### src/rtl/seg_scan_scheduler.sv
// Shared 8-digit seven-segment controller: round-robin req/gnt writes into a display buffer plus digit scan.
// Optional decimal-point support is enabled by defining SEG_DP_EN.
module seg_scan_scheduler #(
    parameter int unsigned SCAN_DIV = 15
) (
    input  logic       clk,
    input  logic       rst_n,
    input  logic       enable,
    input  logic       req_a,
    input  logic [2:0] digit_a,
    input  logic [3:0] code_a,
    input  logic       req_b,
    input  logic [2:0] digit_b,
    input  logic [3:0] code_b,
`ifdef SEG_DP_EN
    input  logic       dp_a,
    input  logic       dp_b,
`endif
    output logic       gnt_a,
    output logic       gnt_b,
    output logic [7:0] led_en,
    output logic [6:0] seg,
    output logic       led_dp
);

    localparam logic [19:0] TC = 20'(SCAN_DIV);

    // Segment patterns are {g..a}, active low.
    function automatic logic [6:0] decode(input logic [3:0] code);
        logic [6:0] s;
        case (code)
            4'd0:    s = 7'h40;
            4'd1:    s = 7'h79;
            4'd2:    s = 7'h24;
            4'd3:    s = 7'h30;
            4'd4:    s = 7'h19;
            4'd5:    s = 7'h12;
            4'd6:    s = 7'h02;
            4'd7:    s = 7'h78;
            4'd8:    s = 7'h00;
            4'd9:    s = 7'h10;
            4'd10:   s = 7'h3F;
            default: s = 7'h7F;
        endcase
        return s;
    endfunction

    logic [7:0][3:0] code_q, code_d;
    logic [19:0]     timer_q, timer_d;
    logic [2:0]      idx_q, idx_d;
    logic            last_q, last_d;   // 1 = B won most recently
    logic            gnt_a_q, gnt_a_d;
    logic            gnt_b_q, gnt_b_d;
    logic [7:0]      led_en_q, led_en_d;
    logic [6:0]      seg_q, seg_d;
    logic            elig_a, elig_b, win_a, win_b;
`ifdef SEG_DP_EN
    logic [7:0]      dp_q, dp_d;
    logic            led_dp_q, led_dp_d;
`endif

    always_comb begin
        // A requester is blocked during its own grant cycle.
        elig_a  = req_a & ~gnt_a_q;
        elig_b  = req_b & ~gnt_b_q;
        win_a   = elig_a & (~elig_b | last_q);
        win_b   = elig_b & ~win_a;
        gnt_a_d = win_a;
        gnt_b_d = win_b;
        last_d  = win_a ? 1'b0 : (win_b ? 1'b1 : last_q);

        code_d = code_q;
`ifdef SEG_DP_EN
        dp_d = dp_q;
`endif
        if (win_a) begin
            code_d[digit_a] = code_a;
`ifdef SEG_DP_EN
            dp_d[digit_a] = dp_a;
`endif
        end else if (win_b) begin
            code_d[digit_b] = code_b;
`ifdef SEG_DP_EN
            dp_d[digit_b] = dp_b;
`endif
        end

        timer_d  = timer_q;
        idx_d    = idx_q;
        led_en_d = 8'hFF;
        seg_d    = 7'h7F;
`ifdef SEG_DP_EN
        led_dp_d = 1'b1;
`endif
        if (enable) begin
            if (timer_q == TC) begin
                timer_d = 20'd0;
                idx_d   = idx_q + 3'd1;
            end else begin
                timer_d = timer_q + 20'd1;
            end
            // Select and segments both follow idx_d so they switch on the same edge.
            led_en_d = ~(8'd1 << idx_d);
            seg_d    = decode(code_q[idx_d]);
`ifdef SEG_DP_EN
            led_dp_d = ~dp_q[idx_d];
`endif
        end
    end

    always_ff @(posedge clk or negedge rst_n) begin
        if (!rst_n) begin
            code_q   <= {8{4'hF}};
            timer_q  <= 20'd0;
            idx_q    <= 3'd0;
            last_q   <= 1'b1;
            gnt_a_q  <= 1'b0;
            gnt_b_q  <= 1'b0;
            led_en_q <= 8'hFF;
            seg_q    <= 7'h7F;
`ifdef SEG_DP_EN
            dp_q     <= 8'h00;
            led_dp_q <= 1'b1;
`endif
        end else begin
            code_q   <= code_d;
            timer_q  <= timer_d;
            idx_q    <= idx_d;
            last_q   <= last_d;
            gnt_a_q  <= gnt_a_d;
            gnt_b_q  <= gnt_b_d;
            led_en_q <= led_en_d;
            seg_q    <= seg_d;
`ifdef SEG_DP_EN
            dp_q     <= dp_d;
            led_dp_q <= led_dp_d;
`endif
        end
    end

    assign gnt_a  = gnt_a_q;
    assign gnt_b  = gnt_b_q;
    assign led_en = led_en_q;
    assign seg    = seg_q;
`ifdef SEG_DP_EN
    assign led_dp = led_dp_q;
`else
    assign led_dp = 1'b1;
`endif

endmodule

### config.mk
export PLATFORM = sky130hd
export DESIGN_NAME = seg_scan_scheduler
export DESIGN_NICKNAME = d
export VERILOG_FILES = /design/src/rtl/seg_scan_scheduler.sv
export SDC_FILE = /design/constraint.sdc
export NUM_CORES = 1
export LEC_CHECK = 0
export ABC_AREA = 1
export ABC_CLOCK_PERIOD_IN_PS = 2400
export CAP_MARGIN = 20
export CORE_ASPECT_RATIO = 1.4
export CORE_MARGIN = 2
export CORE_UTILIZATION = 30
export CTS_BUF_LIST = sky130_fd_sc_hd__clkbuf_4 sky130_fd_sc_hd__clkbuf_8
export CTS_CLUSTER_SIZE = 24
export DETAILED_ROUTE_END_ITERATION = 12
export PLACE_DENSITY = 0.51
export SETUP_SLACK_MARGIN = 0.3
export SLEW_MARGIN = 20
export SYNTH_ARGS = -nofsm -noshare
export SYNTH_HDL_FRONTEND = slang
export SYNTH_SLANG_ARGS = --single-unit
### constraint.sdc
create_clock -name clk -period 2.4 [get_ports clk]
set_input_delay 0.36 -clock clk [delete_from_list [all_inputs] [get_ports clk]]
set_output_delay 0.36 -clock clk [all_outputs]
set_load 0.02 [all_outputs]
== Word-level counts from Yosys, hierarchy flattened ==
Memory sizes are Yosys's and may differ from the RTL's.
Index checks and enable logic that the tools add are counted.
Cells by class
  $add $sub $neg: 2
  equality and inequality tests: 1
  order comparisons: 5
  reductions and logical operators: 3
  bitwise logic cells: 10
  shift-type cells: 1
  mux-type cells: 17
Operators with widths (count)
  bitwise mux 32 bit: 2
  two-way mux 32 bit: 2
  demux 4 bit (select 3 bit): 2
  adder 20 x 1 -> 20 bit (second input constant): 1
  equality test 20 x 4 -> 1 bit (second input constant): 1
  two-way mux 20 bit: 1
  binary-select mux 4 bit (select 3 bit): 1
  < comparator 3 x 4 -> 1 bit (second input constant): 3
  two-way mux 4 bit: 3
  two-way mux 8 bit: 1
  NOT 8 bit: 1
  left shift 1 x 3 -> 8 bit (first input constant): 1
  two-way mux 7 bit: 1
  >= comparator 3 x 1 -> 1 bit (second input constant): 2
  two-way mux 3 bit: 2
  bitwise AND 1 bit: 4
  NOT 1 bit: 4
  adder 3 x 1 -> 3 bit (second input constant): 1
  logical AND 1 bit: 2
  two-way mux 1 bit: 2
  nonzero test 2 bit: 1
  bitwise OR 1 bit: 1
Storage, ports and cells
  memories kept: 1
  input port bits: 19
  output and inout port bits: 18
  bits in read-only memories: 112
  bits in registers: 73
Memory list
  (no name shown): words 16, width 7, read ports 1, clocked after Yosys merged registers in 0, write ports 0, RTL line 31  | case (code)

== Depth between registers and ports, before layout ==
Gate-level depths: netlist of run 1.
  word-level depth: 9
  mapped depth: 18

== Worst setup path after synthesis of run 1 ==
Ideal clock, no wire load.
  path kind: register to register
  start: register timer_q[0]
  end: register seg_q[3], in the netlist seg[3]
  required time: 2.339 ns
  path buffers: 1
  arrival time: 2.187 ns
  cell stages (with the launch flop): 18
  setup time: 0.061 ns
  setup slack: 0.152 ns
  clock period less this slack: 2.248 ns
  cells stage by stage: dfrtp_1 -> ha_1 -> nand3_1 -> nor2_4 -> nand4_4 -> nand2_4 -> buf_6 -> nand2_1 -> nand3_1 -> nand3_1 -> nand2_2 -> inv_1 -> ha_1 -> inv_1 -> nand2_1 -> nand2_1 -> nand2_1 -> nand2_1
Between the ends
  cells in the longest elaborated chain, start to end: 7
RTL lines
  start: declaration: RTL line 49  | logic [19:0] timer_q, timer_d;
  start signal: assignment: RTL line 127  | timer_q <= timer_d;
  equality test 20 x 4 -> 1 bit: RTL line 96  | if (timer_q == TC) begin
  two-way mux 3 bit: RTL line 96
  two-way mux 3 bit: RTL line 95  | if (enable) begin
  binary-select mux 4 bit (select 3 bit): RTL line 104  | seg_d = decode(code_q[idx_d]);
  two-way mux 4 bit (not written as such): RTL line 104
  memory read (16 x 7 bit)
  two-way mux 7 bit: RTL line 95
  named net seg_d[3]: RTL line 55  | logic [6:0] seg_q, seg_d;
  end signal: assignment: RTL line 133  | seg_q <= seg_d;
  end: declaration: RTL line 55
The timed path passes the listed nets, and every way through them passes these cells. The select of a mux whose other input is x is not followed.
A chain may end at the register's enable or synchronous reset.

== Worst setup path in the final report of run 1 ==
  start: register timer_q[7]
  end: register seg_q[3], in the netlist seg[3]
The elaborated chain is that of the path after synthesis.

==> flow_summary.toml, run 1 <==
[final_layout]
fillers = 1364
antennaDiodeCount = 0
final_util_pct = 39.9
fin_nets = 614
multiInputGateArea_sq_um = 2040
design_area_sq_um = 5310
syn_to_final_growth_pct = 30.2
seqCellArea_sq_um = 1890
final_layout_size_suffix_gt1_share_pct = 25.6

[logic_synthesis]
syn_inst = 513
yosys_warnings = 0
async_reset_ff_share_pct = 100
netlist_area_sq_um = 4080
seq_area_frac_synth_pct = 46.3
synth_area_per_cell_sq_um = 7.95
synth_cell_types = 40
ys_ff_latch = 73
ys.flop_type = "dfstp_2"
synth_edf_count = 0
syn_nets = 535

[sta]
rsz0062_at_grt = "yes"
final_max_slew_viol_count = 0
fin_crit_ns = 2.26
tightest_slew_ns = 0.599
setup_viol = 0
postLayoutSetupSlackWorst_ns = 0.142
clock.fmax_mhz = 443
finalSetupTns_ns = 0
finalHoldViolations = 0
finClkSkew_ns = 0.0136
max-slew-margin-rel_pct = 60.1
finalCritPeriodShare_pct = 94.1

[setup_path]
r2r-end = "seg[3]"
rr_worst_depth = 17
slowest_delay_ns = 0.43
cp_common_cell = "nand2_1"
crit_family = "simple AND/OR/NAND/NOR gates"
startpoint_type = "register"
worstPathBufferInverterCount = 3
cp.required_ns = 2.69
slowest_stage = "dfrtp_1"
cp.arrival_ns = 2.55
timing_worst_setup_path_type = "register to register"
r2r_start = "timer_q[7]"
crit_chain = "nor2_1, nand2_1, nor2_4, nand3_4, nand2_8, buf_12, nand3_1, nand3_2, nand3_2, nand2_2, inv_2, ha_4, inv_2, nand2_2, nand2_1, nand2_1, nand2_1"
regToRegSetupSlack_ns = 0.14
cp-end-kind = "register"
cp_max_fo = 7

[drt]
wire_per_inst_um = 14.5
wl_mm = 11.3
ant_nets = 0
drc_errors = 0
drtIter0Drc = 118
dr.pass1.iters = 5
via_per_inst = 4.70
vias = 3663

[floorplan]
initial_core_util_pct = 30.6
die_area_sq_um = 14600
rows = 50
coreArea_sq_um = 13300
pin_count = 37
die_h_um = 142
die_w_um = 103

[pwr]
switching_share_pct = 36.4
finalPower_w = 0.00459
clkPwrFrac_pct = 21.6
peakVddDrop_mv = 0.313
cellPowerDensity_nw_per_um2 = 864
power_leakage_nw = 2.39
seqPwrFrac_pct = 41.2
internal_power_w = 0.00292
switchingPower_w = 0.00167
power_frac_comb_pct = 37.3

[status]
status = "complete, no violations"

[placed_design]
place_area_sq_um = 4800
port_buffers = 35
place.gp.congestion = 0.889
dp_hpwl_mm = 8.46
dp_worst_setup_slack_ns = 0.0619

[clocking]
cts_buffers = 9
cts_tree = "yes"
clk_latency_ns = 0.37
ctsLongestPathBuffers = 2
cts_sinks = 73
clk_pin_slew_ns = 0.08
cts_max_level = 3
clock-root-buffer = "clkbuf_8"

[job]
cap_violations = 0

[global_route]
gr-usage-all-layers_pct = 16.5
grt_max_degree = 28
grt_pass1_wl_mm = 18.3
grt-ovfl-total = 0
grt_pass1_vias = 3772
antenna_found_initial = 0

[worst_hold_path]
holdPathStages = 2
hold_path.startpoint = "code_q[25]"
hold_class = "register to register"
min_to = "code_q[25]"
per-stage QoR:
stage | hold slack (ns) | instances
after floorplan | 0.0644 | 513
after global placement | 0.396 | 742
after detailed placement | 0.401 | 742
after CTS | 0.500 | 774
after global routing | 0.520 | 779
final | 0.495 | 779
metal layers:
metal  vias to the layer above  global-route usage, %  wire length [um]  part of all wire (%)
li1                       1838                      -                 -                     -
met1                      1727                   18.3              4590                    41
met2                        72                   29.8              5980                    53
met3                        26                   1.96               287                   2.5
met4                         0                   9.05               429                   3.8
met5                         -                      0                 0                     0
worst max-delay path by stage:
| stage | endpoint | slack, ns | depth (start not counted) | start |
|---|---|---|---|---|
| after floorplan | seg[3] | 0.27 | 17 | timer_q[0] |
| after global placement | seg[3] | 0.09 | 16 | timer_q[0] |
| after detailed placement | seg[5] | 0.06 | 14 | timer_q[0] |
| after CTS | seg[3] | 0.15 | 17 | timer_q[0] |
| after global routing | seg[0] | -0.05 | 17 | timer_q[7] |
| final | seg[3] | 0.14 | 17 | timer_q[7] |
power groups by stage:
| stage | Combinational [W] | Sequential (W) | Clock [W] |
|---|---|---|---|
| 2_1_floorplan | 0.000908 | 0.00194 | 0 |
| 3_5_place_dp | 0.00150 | 0.00191 | 0 |
| 6_report | 0.00171 | 0.00189 | 0.000989 |
| 3_3_place_gp | 0.00149 | 0.00190 | 0 |
| 4_1_cts | 0.00165 | 0.00189 | 0.00102 |
| 5_1_grt | 0.00190 | 0.00193 | 0.00106 |
kinds of logic after synthesis:
kind of cell / count (synthesis) / synth area share [%]
adders and majority gates: 3 / 0.920
and+or+nand+nor: 289 / 32.3
buffers and inverters: 80 / 8.01
other: 1 / 0.0919
AOI/OAI and AO/OA: 51 / 8.96
DFF: 73 / 46.3
xor gates and xnor gates: 16 / 3.44
cells in the final DEF (no fill, tap or decap), types with 6 or more instances in the layout:
| cell | instances |
|---|---|
| o211ai_1 | 11 |
| nor3_1 | 10 |
| clkdlybuf4s50_1 | 34 |
| dfstp_2 | 48 |
| nand4_1 | 7 |
| nand3_2 | 7 |
| o21ai_0 | 8 |
| buf_4 | 37 |
| xor2_1 | 11 |
| inv_1 | 63 |
| nand2_1 | 141 |
| nor4_1 | 6 |
| a21oi_1 | 9 |
| nor2_1 | 38 |
| clkbuf_8 | 9 |
| nand2_2 | 11 |
| dfrtp_1 | 25 |
| nand3_1 | 48 |
| o221ai_1 | 15 |
state kept, by name (all words and copies together), names as in the netlist:
register and cells:
idx_q 3, last_q 1, timer_q 20, led_en 8
gnt_a 1, gnt_b 1, seg 7, code_q 32
tightest hold or removal path, cell delays in order, from the launching register on:
cell	delay, ns
dfstp_2	0.38
nand2_1	0.05
o21ai_0	0.07
Yosys cell counts (2+ instances only):
cell type / instances / area (sq um)
clkinv_1: 2 / 7.51
inv_1: 66 / 248
o221ai_1: 15 / 131
nand3b_1: 2 / 15.0
xor2_1: 11 / 96.3
a22oi_1: 3 / 22.5
nor2_1: 41 / 154
ha_1: 3 / 37.5
nor3_1: 12 / 60.1
o211ai_1: 11 / 82.6
nor4_1: 6 / 37.5
clkbuf_1: 2 / 7.51
dfstp_2: 48 / 1260
nor2_4: 2 / 22.5
buf_4: 4 / 30.0
nand3_1: 55 / 275
nand4_1: 7 / 43.8
nand2_4: 2 / 22.5
xnor2_1: 5 / 43.8
buf_2: 3 / 15.0
a21oi_1: 9 / 45.0
nand2_1: 149 / 559
o21ai_1: 2 / 10.0
nand2_2: 6 / 37.5
dfrtp_1: 25 / 626
o21ai_0: 8 / 40.0
final cells by class:
type,count,area share (%)
clock inverter,6,1.25
sequential,73,35.5
multi-input combinational,363,38.5
timing repair buffer,76,13.0
clock buffer,10,2.47
inverter,69,4.95
tap,182,4.29
repair_timing:
action,CTS,global route
endpoints found under the hold margin,7,0
buffers inserted,11,5
setup endpoints to repair,9,13
resized for setup,17,13
hold buffers,1,0
pin swaps,13,15
gates cloned,4,0
Note: power is estimated with default switching activity, not from simulation.
==> run 2: changes to the inputs <==
- CAP_MARGIN: 20 -> unset
==> results of run 2 <==
The final DEF is identical to that of run 1; final timing and power are the same.
